`config.mk`:
```
export PLATFORM = sky130hd
export DESIGN_NAME = outer_product_mac
export DESIGN_NICKNAME = d
export VERILOG_FILES = /design/src/rtl/opm_pkg.sv /design/src/rtl/opm_mac_cell.sv /design/src/rtl/outer_product_mac.sv
export SDC_FILE = /design/constraint.sdc
export NUM_CORES = 2
export LEC_CHECK = 0
export ABC_AREA = 1
export ABC_CLOCK_PERIOD_IN_PS = 7800
export BUFFER_PORTS_ARGS = -buffer_cell sky130_fd_sc_hd__buf_2
export CAP_MARGIN = 40
export CORE_MARGIN = 10
export CORE_UTILIZATION = 60
export CTS_BUF_LIST = sky130_fd_sc_hd__clkbuf_8
export CTS_CLUSTER_DIAMETER = 120
export DETAILED_ROUTE_END_ITERATION = 16
export PLACE_DENSITY = 0.92
export SLEW_MARGIN = 20
export SYNTH_ARGS = -nofsm -noshare
export SYNTH_HDL_FRONTEND = slang
export SYNTH_HIERARCHICAL = 1
export SYNTH_SLANG_ARGS = --single-unit
```
`constraint.sdc`:
```
create_clock -name clk -period 7.8 [get_ports clk]
set_input_delay 0.39 -clock clk [delete_from_list [all_inputs] [get_ports clk]]
set_output_delay 0.39 -clock clk [all_outputs]
set_load 0.02 [all_outputs]
```
`src/rtl/opm_pkg.sv`:
```
// Shared types and constant helpers for the outer-product multiply/accumulate block.
package opm_pkg;

  typedef enum logic [0:0] {
    IDLE  = 1'b0,
    ACCUM = 1'b1
  } acc_state_e;

  localparam int MAX_OW = 64;

  function automatic int calc_ow(input int dw, input int guard);
    return 2 * dw + guard;
  endfunction

  function automatic int elem_idx(input int i, input int j, input int b_cnt);
    return i * b_cnt + j;
  endfunction

  // Largest representable value in an ow-bit field (signed keeps the sign bit clear).
  function automatic logic [MAX_OW-1:0] sat_hi(input int ow, input logic sgn);
    logic [MAX_OW-1:0] v;
    v = '0;
    for (int n = 0; n < MAX_OW; n++)
      if (n < ow - (sgn ? 1 : 0)) v[n] = 1'b1;
    return v;
  endfunction

  function automatic logic [MAX_OW-1:0] sat_lo(input int ow, input logic sgn);
    logic [MAX_OW-1:0] v;
    v = '0;
    for (int n = 0; n < MAX_OW; n++)
      if (sgn && n == ow - 1) v[n] = 1'b1;
    return v;
  endfunction

endpackage

```
`src/rtl/opm_mac_cell.sv`:
```
// One outer-product element: product, saturating accumulate and sticky saturation bit.
module opm_mac_cell
  import opm_pkg::*;
#(
  parameter int DW = 8,
  parameter int OW = 17
) (
  input  logic          clk,
  input  logic          reset,
  input  logic          load,
  input  logic          add,
  input  logic          sgn,
  input  logic [DW-1:0] a,
  input  logic [DW-1:0] b,
  output logic [OW-1:0] acc,
  output logic          sat
);

  localparam logic [MAX_OW-1:0] HI_U_W = sat_hi(OW, 1'b0);
  localparam logic [MAX_OW-1:0] HI_S_W = sat_hi(OW, 1'b1);
  localparam logic [MAX_OW-1:0] LO_S_W = sat_lo(OW, 1'b1);
  localparam logic [OW-1:0]     HI_U   = HI_U_W[OW-1:0];
  localparam logic [OW-1:0]     HI_S   = HI_S_W[OW-1:0];
  localparam logic [OW-1:0]     LO_S   = LO_S_W[OW-1:0];

  logic [OW-1:0] a_x, b_x, prod, sum_sat;
  logic [OW:0]   sum;
  logic          ovf;

  // OW >= 2*DW, so the product modulo 2^OW of the extended operands is exact.
  assign a_x  = {{(OW-DW){sgn & a[DW-1]}}, a};
  assign b_x  = {{(OW-DW){sgn & b[DW-1]}}, b};
  assign prod = a_x * b_x;

  assign sum = {sgn & acc[OW-1], acc} + {sgn & prod[OW-1], prod};
  assign ovf = sgn ? (sum[OW] ^ sum[OW-1]) : sum[OW];

  always_comb begin
    sum_sat = sum[OW-1:0];
    if (ovf) begin
      if (!sgn)        sum_sat = HI_U;
      else if (sum[OW]) sum_sat = LO_S;
      else             sum_sat = HI_S;
    end
  end

  always_ff @(posedge clk or negedge reset) begin
    if (!reset) begin
      acc <= '0;
      sat <= 1'b0;
    end else if (load) begin
      acc <= prod;
      sat <= 1'b0;
    end else if (add) begin
      acc <= sum_sat;
      sat <= sat | ovf;
    end
  end

endmodule

```
`src/rtl/outer_product_mac.sv`:
```
// Pipelined A_CNT x B_CNT outer-product multiplier with optional saturating accumulation
// and valid/ready flow control; the element array doubles as the output register.
module outer_product_mac
  import opm_pkg::*;
#(
  parameter  int A_CNT     = 3,
  parameter  int B_CNT     = 3,
  parameter  int DW        = 8,
  parameter  int GUARD     = 1,
  parameter  int MAX_BEATS = 16,
  localparam int OW        = calc_ow(DW, GUARD)
) (
  input  logic                     clk,
  input  logic                     reset,
  input  logic                     in_valid,
  output logic                     in_ready,
  input  logic                     signed_mode,
  input  logic                     acc_mode,
  input  logic                     acc_last,
  input  logic [A_CNT*DW-1:0]      a_bus,
  input  logic [B_CNT*DW-1:0]      b_bus,
  output logic                     out_valid,
  input  logic                     out_ready,
  output logic [A_CNT*B_CNT*OW-1:0] c_bus,
  output logic [A_CNT*B_CNT-1:0]   sat_flag
);

  localparam int            CW      = $clog2(MAX_BEATS + 1);
  localparam logic [CW-1:0] MAX_CNT = CW'(MAX_BEATS);

  logic                en, fire;
  logic                p_valid_reg, p_signed_reg, p_acc_reg, p_last_reg;
  logic [A_CNT*DW-1:0] a_reg;
  logic [B_CNT*DW-1:0] b_reg;
  acc_state_e          state_reg, state_next;
  logic [CW-1:0]       beat_cnt_reg, beat_cnt_next;
  logic                sgn_reg, sgn_next;
  logic                out_valid_reg, out_valid_next;
  logic                load, add, emit, mul_sgn;

  assign en        = ~out_valid_reg | out_ready;
  assign in_ready  = en;
  assign fire      = en & p_valid_reg;
  assign out_valid = out_valid_reg;

  always_ff @(posedge clk or negedge reset) begin
    if (!reset) begin
      p_valid_reg  <= 1'b0;
      p_signed_reg <= 1'b0;
      p_acc_reg    <= 1'b0;
      p_last_reg   <= 1'b0;
      a_reg        <= '0;
      b_reg        <= '0;
    end else if (en) begin
      p_valid_reg <= in_valid;
      if (in_valid) begin
        p_signed_reg <= signed_mode;
        p_acc_reg    <= acc_mode;
        p_last_reg   <= acc_last;
        a_reg        <= a_bus;
        b_reg        <= b_bus;
      end
    end
  end

  always_ff @(posedge clk or negedge reset) begin
    if (!reset) begin
      state_reg     <= IDLE;
      beat_cnt_reg  <= '0;
      sgn_reg       <= 1'b0;
      out_valid_reg <= 1'b0;
    end else begin
      state_reg     <= state_next;
      beat_cnt_reg  <= beat_cnt_next;
      sgn_reg       <= sgn_next;
      out_valid_reg <= out_valid_next;
    end
  end

  always_comb begin
    state_next    = state_reg;
    beat_cnt_next = beat_cnt_reg;
    sgn_next      = sgn_reg;
    load          = 1'b0;
    add           = 1'b0;
    emit          = 1'b0;
    mul_sgn       = sgn_reg;
    case (state_reg)
      IDLE: begin
        mul_sgn = p_signed_reg;
        if (fire) begin
          load = 1'b1;
          if (!p_acc_reg) begin
            emit = 1'b1;
          end else begin
            sgn_next      = p_signed_reg;
            beat_cnt_next = CW'(1);
            if (p_last_reg || MAX_BEATS == 1) emit = 1'b1;
            else                              state_next = ACCUM;
          end
        end
      end
      ACCUM: begin
        // A non-accumulating beat here closes the running sum as its final term.
        if (fire) begin
          add           = 1'b1;
          beat_cnt_next = beat_cnt_reg + CW'(1);
          if (!p_acc_reg || p_last_reg || beat_cnt_next == MAX_CNT) begin
            emit       = 1'b1;
            state_next = IDLE;
          end
        end
      end
      default: state_next = IDLE;
    endcase
    out_valid_next = en ? emit : out_valid_reg;
  end

  genvar gi, gj;
  generate
    for (gi = 0; gi < A_CNT; gi++) begin : g_row
      for (gj = 0; gj < B_CNT; gj++) begin : g_col
        localparam int K = elem_idx(gi, gj, B_CNT);
        opm_mac_cell #(
          .DW(DW),
          .OW(OW)
        ) u_cell (
          .clk  (clk),
          .reset(reset),
          .load (load),
          .add  (add),
          .sgn  (mul_sgn),
          .a    (a_reg[gi*DW +: DW]),
          .b    (b_reg[gj*DW +: DW]),
          .acc  (c_bus[K*OW +: OW]),
          .sat  (sat_flag[K])
        );
      end
    end
  endgenerate

endmodule

```
### Word-level counts from Yosys, hierarchy flattened

Cells that the tools add are included.

* output and inout port bits: 164
* logic and storage cells: 196
* register bits after elaboration: 222

* $mul: 9
* muxes and demuxes: 92
* reductions and logical operators: 7
* bitwise gates (word level): 46
* equality and inequality tests: 4
* add/sub/neg operators: 10

Operator list (number)
* 17-bit two-way mux: 45
* 18-bit adder: 9
* 9-bit by 9-bit multiplier with 17-bit output: 9
* 1-bit two-way mux: 41
* 1-bit bitwise AND: 25
* 5-bit two-way mux: 3
* 1-bit OR: 10
* 5-bit case mux with 2 select lines: 1
* 1-bit bitwise XOR: 9
* 2-bit inequality test (second input constant): 3
* 3-bit AND reduction: 2
* 5-bit by 1-bit adder with 5-bit output (second input constant): 1
* 5-bit equality test (second input constant): 1
* 1-bit case mux with 2 select lines: 2
* 1-bit logical OR: 2
* 1-bit inverter: 2
* 2-bit AND reduction: 1
* 2-bit nonzero test: 1
* 1-bit zero test: 1

### Logic depth before layout (Yosys ltp)

* depth after elaboration: 10
* gate-level depth with buffers: 41
* gate-level depth less buffers: 38

### Hierarchy

Netlist, hierarchy kept.

By module, submodules not included
* opm_mac_cell (g_row[2].g_col[1].u_cell ...): area each 5116.2 um^2, instances 2, cells each 702, sequential area each 450.4 um^2
* opm_mac_cell (g_row[0].g_col[1].u_cell ...): area each 5011.1 um^2, instances 2, cells each 706, sequential area each 450.4 um^2
* opm_mac_cell (g_row[1].g_col[1].u_cell ...): area each 4984.8 um^2, instances 2, cells each 702, sequential area each 450.4 um^2
* opm_mac_cell (g_row[1].g_col[0].u_cell): area each 5047.3 um^2, instances 1, cells each 704, sequential area each 450.4 um^2
* opm_mac_cell (g_row[0].g_col[0].u_cell): area each 5003.5 um^2, instances 1, cells each 701, sequential area each 450.4 um^2
* opm_mac_cell (g_row[2].g_col[0].u_cell): area each 4981.0 um^2, instances 1, cells each 690, sequential area each 450.4 um^2
* outer_product_mac: area each 2558.7 um^2, instances 1, cells each 173, sequential area each 1501.4 um^2

### Worst setup path after synthesis

No wires, ideal clock.

* kind: register to register
* from: register state_reg
* to: register g_row[0].g_col[1].u_cell.acc[3]
* library setup time: 0.116 ns
* path buffers: 4
* arrival time: 8.177 ns
* slack: -0.494 ns
* cell stages (with the launch flop): 38
* data required time: 7.684 ns
* clock period less this slack: 8.294 ns
* cells stage by stage: dfrtp_1 clkbuf_1 o21ai_0 buf_4 nand2_1 clkbuf_1 or2_2 fa_1 fa_1 inv_1 fa_1 fa_1 inv_1 fa_1 inv_1 ha_1 a21oi_1 o21ai_0 [2 not listed] nand2_1 nand2_1 a21oi_1 xor2_1 inv_1 ha_1 nand2_1 nor2_1 nand2_1 o311ai_2 inv_1 nand3_1 nand3_2 a21oi_4 buf_6 nand2_1 nand2_1 nand2_1

* word-level cells in the longest chain between the ends: 10

Ends and longest elaborated chain
* from (decl): RTL line outer_product_mac.sv:35 `acc_state_e state_reg, state_next;`
* from (signal assigned): RTL line outer_product_mac.sv:73 `state_reg <= state_next;`
* 1-bit two-way mux (*): RTL line outer_product_mac.sv:88 `case (state_reg)`
* via mul_sgn: RTL line outer_product_mac.sv:39 `logic load, add, emit, mul_sgn;`
* 1-bit bitwise AND (on tied branches): RTL line opm_mac_cell.sv:31, opm_mac_cell.sv:32
* 9-bit by 9-bit multiplier with 17-bit output: RTL line opm_mac_cell.sv:33 `assign prod = a_x * b_x;`
* 1-bit bitwise AND: RTL line opm_mac_cell.sv:35 `assign sum = {sgn & acc[OW-1], acc} + {sgn & prod[OW-1], prod};`
* 18-bit adder: RTL line opm_mac_cell.sv:35
* 17-bit two-way mux / 1-bit bitwise XOR (equally long branches): RTL line opm_mac_cell.sv:42, opm_mac_cell.sv:36
* 17-bit two-way mux / 1-bit two-way mux (equally long branches): RTL line opm_mac_cell.sv:41, opm_mac_cell.sv:36
* 17-bit two-way mux (*): RTL line opm_mac_cell.sv:40 `if (ovf) begin`
* 17-bit two-way mux (*): RTL line opm_mac_cell.sv:54 `end else if (add) begin`
* 17-bit two-way mux (*): RTL line opm_mac_cell.sv:51 `end else if (load) begin`
* to (signal assigned): RTL line opm_mac_cell.sv:52 `acc <= prod;`
* to (signal assigned): RTL line opm_mac_cell.sv:55 `acc <= sum_sat;`
* to (decl): RTL line opm_mac_cell.sv:15 `output logic [OW-1:0] acc,`

Mark *: on every way through the listed nets, which the timed path passes. The rest lies on a longest branch. The select of a mux whose other input is x is not followed.
A chain may end at the register's enable or synchronous reset.

### Final worst setup path

* from: register state_reg
* to: register g_row[1].g_col[1].u_cell.acc[0]

* word-level cells in the longest chain between the ends: 10

Ends and longest elaborated chain (RTL line)
* 1-bit two-way mux (*): outer_product_mac.sv:88
* via mul_sgn: outer_product_mac.sv:39
* 1-bit bitwise AND (on tied branches): opm_mac_cell.sv:31, opm_mac_cell.sv:32
* 9-bit by 9-bit multiplier with 17-bit output: opm_mac_cell.sv:33
* 1-bit bitwise AND: opm_mac_cell.sv:35
* 18-bit adder: opm_mac_cell.sv:35
* 17-bit two-way mux / 1-bit bitwise XOR (equally long branches): opm_mac_cell.sv:42, opm_mac_cell.sv:36
* 17-bit two-way mux / 1-bit two-way mux (equally long branches): opm_mac_cell.sv:41, opm_mac_cell.sv:36
* 17-bit two-way mux (*): opm_mac_cell.sv:40
* 17-bit two-way mux (*): opm_mac_cell.sv:54
* 17-bit two-way mux (*): opm_mac_cell.sv:51
* to (signal assigned): opm_mac_cell.sv:52
* to (signal assigned): opm_mac_cell.sv:55
* to (decl): opm_mac_cell.sv:15

Marked as above.

==> metrics <==
htree depth 2; TritonRoute pass-1 iters 9; WS Path Type reg2reg; # port buffers 218; Worst path slowest cell fa_1; TritonCTS buffer count 49; Nets 7896; Initial Util roughly 61%; Core ar. 79000 sq um; sequential area share after synthesis 11.6%; Hold/Removal Path Class in2reg; Yosys top cell by area fa_1; max FFs per register between 150 and 200; Fin Setup TNS 0 ps; Post-Place Cell Area roughly 50000 sq um; DRT antenna net count 0; max-cap violations 0; WHS 39.6 ps; synthesized instance count ~6500; endpoint type of the worst setup path register; minimum clock period 7580 ps; GRT Total Usage 29.1%; f_max about 0.13 GHz; GPL Wtd Cong between 0.9 and 1; final instance area between 50000 and 60000 sq um; drt wl/cell about 18 um; CTS tree done; most used routing layer met2; Root Driver clkbuf_8; largest net degree at the start of global routing 108; post-synthesis register bit count 222; Area growth, synth to finish 10.0%; Post-Syn Nets around 7600; dpl ws -59.2 ps; # rows a little over 100; fraction of registers with async set/reset 100%; WP buf/inv 11; post-DP HPWL between 100 and 150 mm; WP data required roughly 8400 ps; die area about 91000 sq um; worst relative slew slack roughly 36%; post-route setup slack roughly 220 ps; grt met2 use 48.1%; chip height roughly 300 um; die width around 300 um; initial drt markers 3985; io pins roughly 220; status finished clean; number of synthesized flops with an enable pin 0; Clock Path Buffers 3; vias in the first global route between 40000 and 50000; GR Util met1 about 36%; top cells by area, synth fa_1 (26%), nand2_1 (15%), ha_1 (13%); Final setup viols 0; DRC violations left 0; Skew-Pair Late Insertion Delay ~710 ps; Top FF cell, synth dfrtp_1; clk sinks 222; worst-margin pin slew about 950 ps; vias per cell about 5.6; Filler cells 6029; syn avg cell area 7.37 sq um; CP arrival 8160 ps; layout cells sized above 1 roughly an eighth; Worst path top cell family by delay adder cells; area of the mapped netlist 47800 sq um; Syn. warnings 6; Routed WL approximately 140 mm; crit path launch type register; grt ovf 0; met3 Usage GRT under 10%; Final Cycle Share a little over nine tenths; Final Slew Violations 0; initial antenna violation count 7; Unique masters post-synth between 50 and 60; Hold Vio Cnt, Final 0; first-pass GRT wire length roughly 220 mm; Critical Path Fanout Max 16; Crit path largest cell delay 510 ps; clk slew on worst S/H paths 60 ps; clock skew 64.0 ps; top-area cell type share of the netlist area between 20% and 30%; total number of vias approximately 44000
final timing paths:
| path | startpoint | end | slack, ps | cells after the start |
|---|---|---|---|---|
| worst max-delay path | state_reg$_DFF_PN0_ | g_row[1].g_col[1].u_cell/acc[0]$_DFFE_PN0P_ | 220 | 39 |
| worst min-delay path | out_ready | p_valid_reg$_DFFE_PN0N_ | 40 | 4 |
| worst max register to register | state_reg$_DFF_PN0_ | g_row[1].g_col[1].u_cell/acc[0]$_DFFE_PN0P_ | 220 | 39 |
| worst min register to register | sgn_reg$_DFFE_PN0P_ | sgn_reg$_DFFE_PN0P_ | 500 | 2 |
| max in group asynchronous | reset | g_row[2].g_col[0].u_cell/acc[15]$_DFFE_PN0P_ | 6120 | 4 |
| min in group asynchronous | reset | g_row[0].g_col[1].u_cell/acc[4]$_DFFE_PN0P_ | 420 | 2 |
cell type report:
cell class	instances	area, sq um	area share [%]
multi-input cells	4659	36300	69.0
flip-flops and latches	222	5560	10.6
inverters	1386	5220	9.92
repair buffers	433	3090	5.88
well taps	1050	1310	2.50
clock buffers	59	812	1.54
clock inverters	30	285	0.542
diodes	3	7.51	0.0143
worst min-delay path, delay by kind of cell:
family / cells / cell delay (ps)
simple gates: 2 / 130
buf+inv: 2 / 150
logic make-up (layout without fill, tap and decap cells):
kind of cell	Yosys count	in the layout	synth area share, %
xor+xnor	216	216	3.96
buf+inv	1614	1908	13.6
fa+ha+maj	1090	1090	38.1
mux	49	49	1.51
other cells	0	3	0
simple gates	2715	2722	24.2
compound gates	582	582	7.02
flops	222	222	11.6
routing by layer:
metal,part of all wire [%],wire [um],up-vias
li1,-,-,20131
met1,38,52100,20845
met2,46,64100,2420
met3,11,14600,606
met4,5.5,7640,8
met5,0.038,52,-
per-stage QoR:
stage | std cells | util [%]
3_5_place_dp | 7668 | 63.4
3_3_place_gp | 7666 | 63.4
5_1_grt | 7841 | 66.6
4_1_cts | 7805 | 65.4
6_report | 7842 | 66.6
2_1_floorplan | 6488 | -
layout by cell type, fill, tap and decap left out, drive strengths merged, types with 133 or more instances in the layout:
| cell type | netlist | final |
|---|---|---|
| a21oi | 333 | 333 |
| buf | 83 | 385 |
| dfrtp | 222 | 222 |
| fa | 612 | 612 |
| ha | 478 | 478 |
| inv | 1378 | 1386 |
| nand2 | 1933 | 1936 |
| nand3 | 305 | 309 |
| nor2 | 389 | 389 |
| o21ai | 133 | 133 |
| xor2 | 171 | 171 |
cells in the mapped netlist, types with 37 or more instances:
library cell and n:
nand2_1 1848, inv_1 1359, fa_1 612, ha_1 478, nor2_1 384, a21oi_1 326, nand3_1 240, dfrtp_1 222
xor2_1 171, clkbuf_1 142, o21ai_0 113, nand2_2 66, nand3_2 51, mux2_4 45, xnor2_1 45, buf_6 37
repair_timing:
item | CTS | global route
endpoints found under the hold margin | 149 | 0
setup endpoints to repair | 22 | 153
cloned | 1 | 9
resized for setup | 0 | 114
pin swaps | 1 | 21
setup buffers | 2 | 21
hold buffers | 45 | 0
Power is left out: the tool's default activity adds up to more than one toggle a clock period on the data nets, which glitch-free logic cannot reach.
